### src/rtl/wb_align_stage_pkg.sv
// rtl/wb_align_stage_pkg.sv - shared select codes, load sizes and FSM states for the write-back stage
package wb_align_stage_pkg;

  // write-data select codes
  localparam logic [3:0] ALU_C = 4'd0;
  localparam logic [3:0] DMEM  = 4'd1;
  localparam logic [3:0] U_EXT = 4'd2;
  localparam logic [3:0] PC4   = 4'd3;
  localparam logic [3:0] U_PC  = 4'd4;

  // load size codes
  localparam logic [1:0] LD_BYTE   = 2'd0;
  localparam logic [1:0] LD_HALF   = 2'd1;
  localparam logic [1:0] LD_WORD   = 2'd2;
  localparam logic [1:0] LD_DOUBLE = 2'd3;

  typedef enum logic [1:0] {
    IDLE = 2'd0,
    REQ  = 2'd1,
    DATA = 2'd2
  } wb_state_e;

endpackage

### src/rtl/wb_load_extract.sv
// rtl/wb_load_extract.sv - picks nb bytes out of a two-word window and sign/zero-extends them
module wb_load_extract
  import wb_align_stage_pkg::*;
#(
  parameter int XLEN = 32,
  parameter int OFFW = $clog2(XLEN / 8)
) (
  input  logic [2*XLEN-1:0] win,
  input  logic [OFFW-1:0]   off,
  input  logic [1:0]        ld_size,
  input  logic              ld_unsigned,
  output logic [XLEN-1:0]   ext
);

  logic [XLEN-1:0] shifted;
  logic [6:0]      nbits;
  logic [XLEN-1:0] hi_mask;
  logic [XLEN-1:0] sign_mask;
  logic            sign_bit;

  // shift the addressed byte down to bit 0, then fill everything above the access with the extension bit
  always_comb begin
    shifted   = XLEN'(win >> {off, 3'b000});
    nbits     = 7'd8 << ld_size;
    hi_mask   = {XLEN{1'b1}} << nbits;
    sign_mask = {{(XLEN-1){1'b0}}, 1'b1} << (nbits - 7'd1);
    sign_bit  = |(shifted & sign_mask);
    ext       = (shifted & ~hi_mask) | (hi_mask & {XLEN{sign_bit & ~ld_unsigned}});
  end

endmodule

### src/rtl/wb_align_stage.sv
// rtl/wb_align_stage.sv - registered write-back stage with load extraction and split-load merging
module wb_align_stage
  import wb_align_stage_pkg::*;
#(
  parameter int XLEN        = 32,
  parameter bit MISALIGN_EN = 1'b1
) (
  input  logic            clk,
  input  logic            rst_n,
  input  logic            in_valid,
  output logic            in_ready,
  input  logic [3:0]      in_wd_sel,
  input  logic [1:0]      in_ld_size,
  input  logic            in_ld_unsigned,
  input  logic [4:0]      in_rd,
  input  logic            in_we,
  input  logic [XLEN-1:0] in_alu_result,
  input  logic [XLEN-1:0] in_u_ext_num,
  input  logic [XLEN-1:0] in_pc_addr,
  input  logic [XLEN-1:0] in_dmem_rd,
  output logic            mem_req,
  output logic [XLEN-1:0] mem_addr,
  input  logic [XLEN-1:0] mem_rdata,
  output logic            out_valid,
  input  logic            out_ready,
  output logic [4:0]      out_rd,
  output logic            out_we,
  output logic [XLEN-1:0] out_wd,
  output logic            out_misalign
);

  localparam int BYTES = XLEN / 8;
  localparam int OFFW  = $clog2(BYTES);

  wb_state_e state_q, state_d;

  logic            is_load, crossing, size_bad, need_split, misalign_in;
  logic            load_direct, load_merged;
  logic [OFFW-1:0] in_off;
  logic [4:0]      end_byte;
  logic [XLEN-1:0] direct_wd, ext_val, mem_addr_d;

  logic [2*XLEN-1:0] ext_win;
  logic [OFFW-1:0]   ext_off;
  logic [1:0]        ext_size;
  logic              ext_uns;

  logic [4:0]      lat_rd;
  logic            lat_we;
  logic [OFFW-1:0] lat_off;
  logic [1:0]      lat_size;
  logic            lat_uns;
  logic [XLEN-1:0] lat_dmem;

  // classify the incoming instruction: load, word-crossing, unsupported size
  always_comb begin
    in_off      = in_alu_result[OFFW-1:0];
    end_byte    = 5'(in_off) + (5'd1 << in_ld_size);
    is_load     = (in_wd_sel == DMEM);
    crossing    = (end_byte > 5'(BYTES));
    size_bad    = (XLEN == 32) && (in_ld_size == LD_DOUBLE);
    need_split  = is_load && crossing && !size_bad && MISALIGN_EN;
    misalign_in = is_load && (size_bad || (crossing && !MISALIGN_EN));
    mem_addr_d  = (in_alu_result & ~XLEN'(BYTES - 1)) + XLEN'(BYTES);
  end

  // the extractor sees the latched split window in DATA, otherwise the current word with a zero upper half
  always_comb begin
    if (state_q == DATA) begin
      ext_win  = {mem_rdata, lat_dmem};
      ext_off  = lat_off;
      ext_size = lat_size;
      ext_uns  = lat_uns;
    end else begin
      ext_win  = {{XLEN{1'b0}}, in_dmem_rd};
      ext_off  = in_off;
      ext_size = in_ld_size;
      ext_uns  = in_ld_unsigned;
    end
  end

  wb_load_extract #(
    .XLEN (XLEN),
    .OFFW (OFFW)
  ) u_extract (
    .win         (ext_win),
    .off         (ext_off),
    .ld_size     (ext_size),
    .ld_unsigned (ext_uns),
    .ext         (ext_val)
  );

  // write-data mux for results that go straight to the output register
  always_comb begin
    case (in_wd_sel)
      ALU_C:   direct_wd = in_alu_result;
      DMEM:    direct_wd = misalign_in ? '0 : ext_val;
      U_EXT:   direct_wd = in_u_ext_num;
      PC4:     direct_wd = in_pc_addr + XLEN'(4);
      U_PC:    direct_wd = in_pc_addr + in_u_ext_num;
      default: direct_wd = '0;
    endcase
  end

  // state register
  always_ff @(posedge clk or negedge rst_n) begin
    if (!rst_n) state_q <= IDLE;
    else        state_q <= state_d;
  end

  // next state, handshake and output-register load strobes
  always_comb begin
    state_d     = state_q;
    in_ready    = 1'b0;
    mem_req     = 1'b0;
    load_direct = 1'b0;
    load_merged = 1'b0;
    case (state_q)
      IDLE: begin
        in_ready = !out_valid || out_ready;
        if (in_valid && in_ready) begin
          if (need_split) state_d = REQ;
          else            load_direct = 1'b1;
        end
      end
      REQ: begin
        mem_req = 1'b1;
        state_d = DATA;
      end
      DATA: begin
        load_merged = 1'b1;
        state_d     = IDLE;
      end
      default: state_d = IDLE;
    endcase
  end

  // capture a split load's fields and second-word address when it is accepted
  always_ff @(posedge clk or negedge rst_n) begin
    if (!rst_n) begin
      lat_rd   <= '0;
      lat_we   <= 1'b0;
      lat_off  <= '0;
      lat_size <= '0;
      lat_uns  <= 1'b0;
      lat_dmem <= '0;
      mem_addr <= '0;
    end else if (in_valid && in_ready && need_split) begin
      lat_rd   <= in_rd;
      lat_we   <= in_we;
      lat_off  <= in_off;
      lat_size <= in_ld_size;
      lat_uns  <= in_ld_unsigned;
      lat_dmem <= in_dmem_rd;
      mem_addr <= mem_addr_d;
    end
  end

  // output register: reload on a new result, drop valid when consumed, otherwise hold
  always_ff @(posedge clk or negedge rst_n) begin
    if (!rst_n) begin
      out_valid    <= 1'b0;
      out_rd       <= '0;
      out_we       <= 1'b0;
      out_wd       <= '0;
      out_misalign <= 1'b0;
    end else if (load_direct) begin
      out_valid    <= 1'b1;
      out_rd       <= in_rd;
      out_we       <= in_we && !misalign_in;
      out_wd       <= direct_wd;
      out_misalign <= misalign_in;
    end else if (load_merged) begin
      out_valid    <= 1'b1;
      out_rd       <= lat_rd;
      out_we       <= lat_we;
      out_wd       <= ext_val;
      out_misalign <= 1'b0;
    end else if (out_ready) begin
      out_valid    <= 1'b0;
    end
  end

endmodule

### config.mk
export PLATFORM = sky130hd
export DESIGN_NAME = wb_align_stage
export DESIGN_NICKNAME = d
export VERILOG_FILES = /design/src/rtl/wb_align_stage_pkg.sv /design/src/rtl/wb_load_extract.sv /design/src/rtl/wb_align_stage.sv
export SDC_FILE = /design/constraint.sdc
export NUM_CORES = 1
export LEC_CHECK = 0
export BUFFER_PORTS_ARGS = -buffer_cell sky130_fd_sc_hd__buf_2
export CAP_MARGIN = 15
export CORE_ASPECT_RATIO = 1.5
export CORE_MARGIN = 10
export CORE_UTILIZATION = 50
export CTS_BUF_LIST = sky130_fd_sc_hd__clkbuf_8 sky130_fd_sc_hd__clkbuf_16
export DETAILED_ROUTE_END_ITERATION = 10
export HOLD_SLACK_MARGIN = 0.03
export PLACE_DENSITY = 0.75
export SYNTH_ARGS = -nofsm -noshare
export SYNTH_HDL_FRONTEND = slang
export SYNTH_SLANG_ARGS = --single-unit
### constraint.sdc
create_clock -name clk -period 3 [get_ports clk]
set_input_delay 0.3 -clock clk [delete_from_list [all_inputs] [get_ports clk]]
set_output_delay 0.3 -clock clk [all_outputs]
set_load 0.01 [all_outputs]
==> insert_results.sql <==
INSERT INTO impl_metrics (metric_group, metric, value, unit) VALUES
('power_and_ir_drop', 'switching_power', '2.302', 'mW'),
('detailed_routing', 'wire_per_inst', '24.56', 'um'),
('detailed_routing', 'drc', '0', ''),
('detailed_routing', 'route.vias.total', '11202', ''),
('global_route', 'global_route.usage.met2', '0.5261', ''),
('floorplan', 'die_x', '136.9', 'um'),
('min_path', 'timing.hold.worst.class', 'input port to flop', ''),
('final_layout', 'area_growth', '25.27', '%'),
('critical_path', 'timing.critical_path.cells', 'nand2b_2 -> buf_4 -> nor2_1 -> a31o_2 -> a21oi_1 -> o21ai_0 -> a211oi_1 -> o211ai_1 -> a31o_2', ''),
('sta', 'max_clock_freq', '367.1', 'MHz'),
('global_route', 'antenna_found_initial', '4', ''),
('logic_synthesis', 'edff_count_synth', '0', ''),
('critical_path', 'arrival', '3.05', 'ns'),
('power_and_ir_drop', 'worst_ir_drop_vdd', '0.0003627', 'V'),
('power_and_ir_drop', 'p_int', '4.162', 'mW'),
('critical_path', 'path_depth', '9', ''),
('clocking', 'clock-sinks', '115', ''),
('floorplan', 'io-pin-count', '251', ''),
('detailed_routing', 'vias_per_cell', '6.408', ''),
('critical_path', 'worstPathRequired', '3.32', 'ns'),
('global_route', 'overall_global_routing_resource_usage', '0.3151', ''),
('power_and_ir_drop', 'leakagePower', '5.723', 'nW'),
('logic_synthesis', 'synth_largest_area_cell', 'sky130_fd_sc_hd__dfrtp_1', ''),
('min_path', 'whs_path_depth', '3', ''),
('sta', 'final-max-slew-violation-count', '0', ''),
('place', 'pre_cts_ws', '-0.02153', 'ns'),
('place', 'routabilityCongestion', '1.046', ''),
('final_layout', 'final_nets', '1682', ''),
('critical_path', 'critical_path_class', 'flop to flop', ''),
('logic_synthesis', 'synth.yosys.seq_area_share', '0.2808', ''),
('detailed_routing', 'detail-route-antenna-nets', '0', ''),
('logic_synthesis', 'netlist_top_cells_area', 'sky130_fd_sc_hd__dfrtp_1, sky130_fd_sc_hd__a21oi_1, sky130_fd_sc_hd__mux2i_1', ''),
('place', 'portBuffers', '240', ''),
('sta', 'max_slew.worst_pin.slew', '0.9568', 'ns'),
('detailed_routing', 'drt_first_pass_iters', '6', ''),
('critical_path', 'timing.reg2reg.setup_slack', '0.28', 'ns'),
('global_route', 'gr-usage-met1', '0.3522', ''),
('sta', 'setup_slack', '0.2763', 'ns'),
('detailed_routing', 'totalWireLength', '42940', 'um'),
('critical_path', 'timing.critical_path.max_delay_family', 'compound AO/OA/AOI/OAI gates', ''),
('logic_synthesis', 'synthesis.yosys.warnings', '0', ''),
('clocking', 'clock_latency', '0.44', 'ns'),
('floorplan', 'die_area', '0.02674', 'sq mm'),
('critical_path', 'cp-start-kind', 'flop', ''),
('run_status', 'run_status', 'complete, no violations', ''),
('logic_synthesis', 'synth_flop_cell', 'sky130_fd_sc_hd__dfrtp_1', ''),
('global_route', 'grt_pass1_vias', '11331', ''),
('global_route', 'first_pass_grt_wire_length', '64960', 'um'),
('logic_synthesis', 'syn-cell-area', '0.01025', 'sq mm'),
('power_and_ir_drop', 'swShare', '0.3561', ''),
('logic_synthesis', 'synth.distinct_cells', '85', ''),
('floorplan', 'floorplan.initialDensity', '0.5059', ''),
('clocking', 'post_cts_setup_buffers', '0', ''),
('critical_path', 'max_stage_delay', '0.54', 'ns'),
('flow_run', 'timing.max_cap.violations', '0', ''),
('clocking', 'cts_tree', 'yes', ''),
('final_layout', 'final_cells', '1748', ''),
('sta', 'layout_min_cycle_time', '2.724', 'ns'),
('sta', 'finalClockSkew', '0.01280', 'ns'),
('global_route', 'layer_with_the_highest_usage_after_global_routing', 'met2', ''),
('logic_synthesis', 'postSynthAreaPerCell', '8.576', 'sq um'),
('final_layout', 'ratio_of_cells_with_drive_above_1_in_the_final_layout', '0.3120', ''),
('power_and_ir_drop', 'cellPowerDensity', '503.5', 'mW/mm^2'),
('detailed_routing', 'drt_iter0_markers', '1162', ''),
('floorplan', 'core-area', '0.02026', 'sq mm'),
('sta', 'grt_setup_unrepaired', 'no', ''),
('global_route', 'groute.layer.met3.usage', '0.07503', ''),
('final_layout', 'most_common_cell_after_layout_fill_and_taps_aside', 'sky130_fd_sc_hd__buf_2', ''),
('logic_synthesis', 'number_of_register_bits_inferred_by_synthesis', '115', ''),
('clocking', 'clock_path_buffers', '2', ''),
('critical_path', 'timing.reg2reg.worst_path_depth', '9', '');
## registers in the layout, summed over array words and instances, names as in the netlist, 2 cells and up
signal    count
lat_size      2
lat_dmem     32
state_q       2
out_rd        5
mem_addr     30
out_wd       32
lat_rd        5
lat_off       2
## what timing repair did
| action | 4_1_cts | 5_1_grt |
|---|---|---|
| hold buffers | 1 | 0 |
| gates resized for setup | 0 | 0 |
| endpoints found under the hold margin | 43 | 0 |
| setup endpoints to repair | 0 | 0 |
## synthesized netlist by cell type, drive strengths merged, types with 18 or more instances
library cell	n
a21oi	112
a22oi	20
dfrtp	115
ha	35
mux2	48
nor3	22
a211oi	31
nand2	92
inv	20
nand3	39
a222oi	18
mux2i	56
xnor2	39
nand4	30
buf	55
clkbuf	28
xor2	38
o21ai	73
nor2	104
nor2b	24
## layout make-up
type                       count  area [sq um]
antenna                        3         7.507
clock buffer                  18         439.2
clock inverter                14         176.4
fill                        1742          7421
inverter                      20         75.07
multi-input combinational    978          6917
sequential                   115          2879
tap                          264         330.3
timing repair buffer         336          2014
## worst paths after layout
check | to | startpoint
worst max-delay path | out_wd[27] | state_q[0]
worst max register to register | out_wd[27] | state_q[0]
worst min-delay path | out_rd[3] | in_rd[3]
max in group asynchronous | out_wd[10] | rst_n
worst min register to register | out_rd[0] | out_rd[0]
min in group asynchronous | out_rd[1] | rst_n
## cell families after synthesis
logic type      share of synthesized area
fa+ha+maj                         0.04664
mux                                0.1279
other cells                     0.0003659
flops                              0.2808
compound gates                     0.2459
xor+xnor                          0.06580
buf+inv                           0.04737
simple gates                       0.1852
## metrics by stage
step	utilization	setup TNS, ns	power [mW]	cell area, sq um
floorplan	-	0	3.339	10250
global placement	0.6025	0	4.254	12210
detailed placement	0.6025	-0.02153	4.299	12210
CTS	0.6333	0	6.458	12830
global route	0.6336	0	6.762	12840
finish	0.6337	0	6.464	12840
## layer usage
metal  routed length [um]  vias to the layer above
met2                21070                      627
li1                     -                     5034
met4                 2901                        2
met5                   12                        -
met3                 3542                      140
met1                15410                     5399
## power groups by stage
stage / Clock [mW] / Sequential, mW / Combinational [mW]
after floorplan: 0 / 2.16 / 1.18
after global placement: 0 / 2.12 / 2.13
after detailed placement: 0 / 2.14 / 2.16
after CTS: 2.17 / 2.11 / 2.18
after global routing: 2.23 / 2.16 / 2.37
final: 2.15 / 2.12 / 2.20
## worst min-delay path, delay by kind of cell
family,cells,cell delay [ns]
AO/OA/AOI/OAI,1,0.07
AND/OR/NAND/NOR,1,0.05
buffers and inverters,1,0.09
No activity file was read; power rests on OpenSTA's default activity.
